===== config.mk =====
export PLATFORM = sky130hd
export DESIGN_NAME = fetch_queue
export DESIGN_NICKNAME = d
export VERILOG_FILES = /design/src/rtl/fetch_queue.sv
export SDC_FILE = /design/constraint.sdc
export NUM_CORES = 1
export LEC_CHECK = 0
export ABC_CLOCK_PERIOD_IN_PS = 3300
export BUFFER_PORTS_ARGS = -buffer_cell sky130_fd_sc_hd__buf_2
export CAP_MARGIN = 20
export CORE_MARGIN = 4
export CORE_UTILIZATION = 30
export CTS_CLUSTER_SIZE = 16
export DETAILED_ROUTE_END_ITERATION = 12
export GPL_TIMING_DRIVEN = 0
export PLACE_DENSITY = 0.5
export SYNTH_ARGS = -nofsm -noshare
export SYNTH_HDL_FRONTEND = slang
export SYNTH_SLANG_ARGS = --single-unit

===== constraint.sdc =====
create_clock -name clk -period 3.3 [get_ports clk]
set_input_delay 0 -clock clk [delete_from_list [all_inputs] [get_ports clk]]
set_output_delay 0 -clock clk [all_outputs]
set_load 0.005 [all_outputs]

===== src/rtl/fetch_queue.sv =====
// Instruction fetch queue: issues in-order IMEM reads against a credit budget, buffers the
// returning words with their PCs for decode, and flushes/discards in-flight work on redirect.
module fetch_queue #(
  parameter int unsigned DEPTH       = 4,
  parameter logic [31:0] RESET_PC    = 32'h0,
  parameter int unsigned IMEM_AWIDTH = 17,
  parameter int unsigned TIMEOUT     = 100
) (
  input  logic        clk,
  input  logic        resetb,
  output logic        imem_ready,
  output logic [31:0] imem_addr,
  input  logic        imem_valid,
  input  logic [31:0] imem_rdata,
  input  logic        redirect_valid,
  input  logic [31:0] redirect_pc,
  output logic        if_valid,
  output logic [31:0] if_pc,
  output logic [31:0] if_instr,
  input  logic        id_ready,
  output logic        exception,
  output logic        stall_timeout
);

  // Handshakes: imem_ready is a request strobe (memory never back-pressures; one word per
  // asserted cycle) and imem_valid returns words in request order. Toward decode the head
  // transfers on every cycle with if_valid && id_ready, except a redirect cycle (flush wins).

  localparam int CW = $clog2(DEPTH + 1);
  localparam int AW = $clog2(DEPTH);
  localparam int SW = $clog2(TIMEOUT + 1);
  localparam logic [CW:0]   DEPTH_W   = (CW + 1)'(DEPTH);
  localparam logic [SW-1:0] TIMEOUT_W = SW'(TIMEOUT);

  logic [31:0]   fetch_pc;
  logic [31:0]   resp_pc;
  logic [31:0]   pc_mem    [DEPTH];
  logic [31:0]   instr_mem [DEPTH];
  logic [AW-1:0] wr_ptr;
  logic [AW-1:0] rd_ptr;
  logic [CW-1:0] count;
  logic [CW-1:0] outstanding;
  logic [CW-1:0] discard;
  logic [SW-1:0] stall_cnt;
  logic          exc;

  logic [CW:0]   credit_sum;
  logic [CW:0]   discard_sum;
  logic          credit_ok;
  logic          addr_bad;
  logic          issue_cond;
  logic          issue;
  logic          push;
  logic          pop;

  always_comb begin
    credit_sum  = {1'b0, count} + {1'b0, outstanding};
    credit_ok   = credit_sum < DEPTH_W;
    addr_bad    = (fetch_pc >> IMEM_AWIDTH) != 32'd0;
    issue_cond  = credit_ok && !exc && !redirect_valid;
    issue       = issue_cond && !addr_bad;
    push        = imem_valid && (discard == '0) && !redirect_valid;
    pop         = if_valid && id_ready && !redirect_valid;
    // Everything still in flight becomes garbage; a word landing this cycle is already gone.
    discard_sum = {1'b0, discard} + {1'b0, outstanding} - (CW + 1)'(imem_valid);
  end

  always_ff @(posedge clk or negedge resetb) begin
    if (!resetb) begin
      fetch_pc    <= RESET_PC;
      resp_pc     <= RESET_PC;
      wr_ptr      <= '0;
      rd_ptr      <= '0;
      count       <= '0;
      outstanding <= '0;
      discard     <= '0;
      exc         <= 1'b0;
    end else begin
      if (redirect_valid) begin
        fetch_pc    <= redirect_pc;
        resp_pc     <= redirect_pc;
        wr_ptr      <= '0;
        rd_ptr      <= '0;
        count       <= '0;
        outstanding <= '0;
        discard     <= discard_sum[CW-1:0];
      end else begin
        if (issue) fetch_pc <= fetch_pc + 32'd4;
        if (push) begin
          resp_pc <= resp_pc + 32'd4;
          wr_ptr  <= wr_ptr + AW'(1);
        end
        if (pop) rd_ptr <= rd_ptr + AW'(1);
        count       <= count + CW'(push) - CW'(pop);
        outstanding <= outstanding + CW'(issue) - CW'(push);
        if (imem_valid && (discard != '0)) discard <= discard - CW'(1);
      end
      // Sticky until reset; an out-of-range fetch is flagged instead of being requested.
      if ((redirect_valid && (redirect_pc[1:0] != 2'b00)) || (issue_cond && addr_bad))
        exc <= 1'b1;
    end
  end

  always_ff @(posedge clk) begin
    if (push) begin
      pc_mem[wr_ptr]    <= resp_pc;
      instr_mem[wr_ptr] <= imem_rdata;
    end
  end

  always_ff @(posedge clk or negedge resetb) begin
    if (!resetb) begin
      stall_cnt <= '0;
    end else if (redirect_valid || pop || !if_valid) begin
      stall_cnt <= '0;
    end else if (!id_ready && (stall_cnt != TIMEOUT_W)) begin
      stall_cnt <= stall_cnt + SW'(1);
    end
  end

  assign imem_ready    = issue;
  assign imem_addr     = fetch_pc;
  assign if_valid      = count != '0;
  assign if_pc         = if_valid ? pc_mem[rd_ptr] : 32'd0;
  assign if_instr      = if_valid ? instr_mem[rd_ptr] : 32'd0;
  assign exception     = exc;
  assign stall_timeout = stall_cnt == TIMEOUT_W;

endmodule


==> impl_results.md <==
* Outcome: finished clean
* Yosys warning total at 0
* I/O Pins at 169
* Clk_skew at 0.0210 ns
* Design Area, Final at 18,200 µm²
* Routed wire length at 36,800 µm
* Core area at 47,600 µm²
* Yosys reg bits at 341
* # diodes at 0
* H-Tree Depth at 2
* Post-synth top cells: 256 x edfxtp_1, 85 x dfrtp_1, 70 x and2_1
* Gpl congestion at 0.832
* First-pass GRT wire length at 56,800 µm
* Syn_nets at 1,010
* Mapped Avg Cell Area at 15.7 µm²
* CP arrival at 3.45 ns
* Crit end category: flop
* Initial core utilization at 0.303
* Crit path required time at 3.69 ns
* Layout cell share with drive strength beyond 1 at 0.260
* Antenna violations before repair at 0
* Port Buf Inserts at 167
* Most used cell, CP: ha_1
* RSZ-0062 raised after global routing: false
* Synth cell types at 48
* Slowest stage cell, crit path: dfrtp_1
* Max-slew headroom at 0.386
* Top-count cell post-synth: edfxtp_1
* Die width at 227 µm
* Area grow syn2layout at 26.4%
* Post-synth EDFFs at 256
* Placed instance count at 1,706
* GRT Overall Usage at 0.144
* F_max at 0.327 GHz
* Setup Viol. Count Final at 0
* Clk sinks at 341
* Number of global-route vias before repair at 9,556
* Avg WL per Cell at 19.8 µm
* Maximum vdd drop at 0.331 mV
* Sequential share of power at 0.424
* NumNets Final at 1,303
* Seq/Total Area, Yosys at 0.680
* Top FF cell, synth: edfxtp_1
* Post-route non-filler standard cell count at 1,857
* Synth Cell Area at 14,400 µm²
* Vias per inst at 4.82
* Number of remaining DRC errors at 0
* Die H at 227 µm
* Gate power share at 0.215
* Crit start category: flop
* Worst path buffer plus inverter count at 2
* Largest stage delay, worst path at 0.42 ns
* Antenna Nets Post-Route at 0
* First DRT Iteration DRCs at 470
* Post-synth ARST share at 0.249
* Top delay family on crit path: adder cells
* PwrDens at 653 nW/µm²
* Cts bufs inserted at 39
* Critical path class: flop to flop
* Clock slew at reported path FFs at 0.06 ns
* Crit-path max FO at 10
* Total congestion overflow at 0
* DP HPWL at 24,500 µm
* Row cnt at 80
* Pint at 8.71 mW
* Largest area contributor in the netlist: edfxtp_1
* Drt first pass iters at 5
* Clock power frac at 0.360
* Synth Instances at 919
* Final min period at 3.06 ns
* Net Switching at 3.20 mW
* Final period utilization at 0.927
* CTS tree: yes
* Top cells by area, synth: edfxtp_1 53%, dfrtp_1 15%, mux4_2 10%
* Max cap viols at 0
* Endpoints failing hold at 0
* Clock Tree Buf Depth at 3
* Top cell type's share of synthesized area at 0.533
* Largest net degree at the start of global routing at 51
* Clk root buf: clkbuf_16
* Slew Limit Fails at 0
* Clk_lat worst skew at 0.55 ns
* Cell Chain, Critical Path: ha_1 -> or4_4 -> a311o_1 -> buf_2 -> nor2_2 -> ha_1 -> inv_1 -> fa_1 -> xnor2_1 -> nor2_1
* Measured slew at the worst slew-check pin at 0.922 ns
* Switching Share at 0.269
* P_leak at 6.61 nW
* Post-DP Area at 16,200 µm²
* Die area at 51,700 µm²
* Via count at 8,955
* Worst hold-check path type: input pin to flop
## final cells by class
class	instances	area (µm²)
Fill cell	4507	29400
Sequential cell	341	9810
Multi-Input combinational cell	492	4290
Timing Repair Buffer	252	1750
Clock buffer	60	1130
Tap cell	615	769
Buffer	47	185
Clock inverter	11	151
Inverter	39	146
## power groups by stage
stage / combinational (mW) / sequential [mW] / clock, mW
6_report: 2.56 / 5.05 / 4.29
5_1_grt: 2.89 / 5.08 / 4.62
4_1_cts: 2.66 / 5.05 / 4.45
3_5_place_dp: 2.58 / 5.14 / 0
3_3_place_gp: 2.55 / 5.14 / 0
2_1_floorplan: 1.55 / 5.07 / 0
## logic make-up (layout without fill, tap and decap cells)
group / count (synthesis) / in the layout / synth area share
AO/OA/AOI/OAI: 95 / 95 / 0.0448
XOR/XNOR: 27 / 27 / 0.0164
adder cells (fa/ha/maj): 22 / 22 / 0.0206
buffers and inverters: 86 / 409 / 0.0229
flip-flops: 341 / 341 / 0.680
multiplexers: 77 / 77 / 0.110
AND/OR/NAND/NOR: 271 / 271 / 0.105
## registers in the layout (all words and copies together), names as in the netlist
signal       cells
resp_pc         32
rd_ptr           2
imem_addr       32
exception        1
stall_cnt        7
count            3
outstanding      3
discard          3
pc_mem         128
wr_ptr           2
instr_mem      128
## per-layer routing
layer | track usage | vias up | share of wire
li1 | - | 4159 | -
met1 | 0.201 | 4499 | 0.46
met2 | 0.232 | 248 | 0.47
met3 | 0.0319 | 49 | 0.055
met4 | 0.0340 | 0 | 0.018
met5 | 0 | - | 0
## cells in the final DEF, fill, tap and decap left out, types with 22 or more instances in the layout
master and count:
edfxtp_1 256, buf_2 172, dfrtp_1 85, dlygate4sd3_1 74, and2_1 66, mux4_2 64, clkbuf_1 50, nand2_1 41
nor2_1 40, clkbuf_16 40, inv_1 39, o21ai_0 26, or4_1 24, nand4_1 23, nand3_1 22
## stage by stage
stage / worst slack [ns] / hold WS (ns) / TNS, ns / power, mW / utilization
floorplan: 0.172 / -0.296 / 0 / 6.62 / -
global placement: -1.71 / 0.216 / -431.52 / 7.70 / 0.336
detailed placement: -0.0178 / 0.0233 / -0.0178 / 7.72 / 0.339
CTS: 0.0497 / 0.154 / 0 / 12.2 / 0.382
global route: 0.0491 / 0.191 / 0 / 12.6 / 0.383
finish: 0.241 / 0.206 / 0 / 11.9 / 0.383
## worst register-to-register path, stage by stage, from the launching register on
cell and delay, ns:
dfrtp_1 0.42, ha_1 0.30, or4_4 0.42, a311o_1 0.35
buf_2 0.20, nor2_2 0.38, ha_1 0.22, inv_1 0.05
fa_1 0.37, xnor2_1 0.16, nor2_1 0.05
## final timing paths
kind | startpoint | to | slack [ns] | cells after the start
max | outstanding[2] | outstanding[2] | 0.24 | 10
min | imem_rdata[9] | instr_mem[3][9] | 0.21 | 2
max reg2reg | outstanding[2] | outstanding[2] | 0.24 | 10
min reg2reg | imem_addr[26] | imem_addr[26] | 0.53 | 1
max in group asynchronous | resetb | stall_cnt[2] | 1.79 | 4
min in group asynchronous | resetb | stall_cnt[5] | 0.52 | 3
## timing repair
action / in CTS / in global routing
hold buffers: 74 / 0
resized for setup: 1 / 2
endpoints found under the setup margin: 1 / 4
pin swaps: 0 / 2
hold endpoints to repair: 288 / 0
setup buffers: 0 / 6
Note: power is estimated with default switching activity, not from simulation.
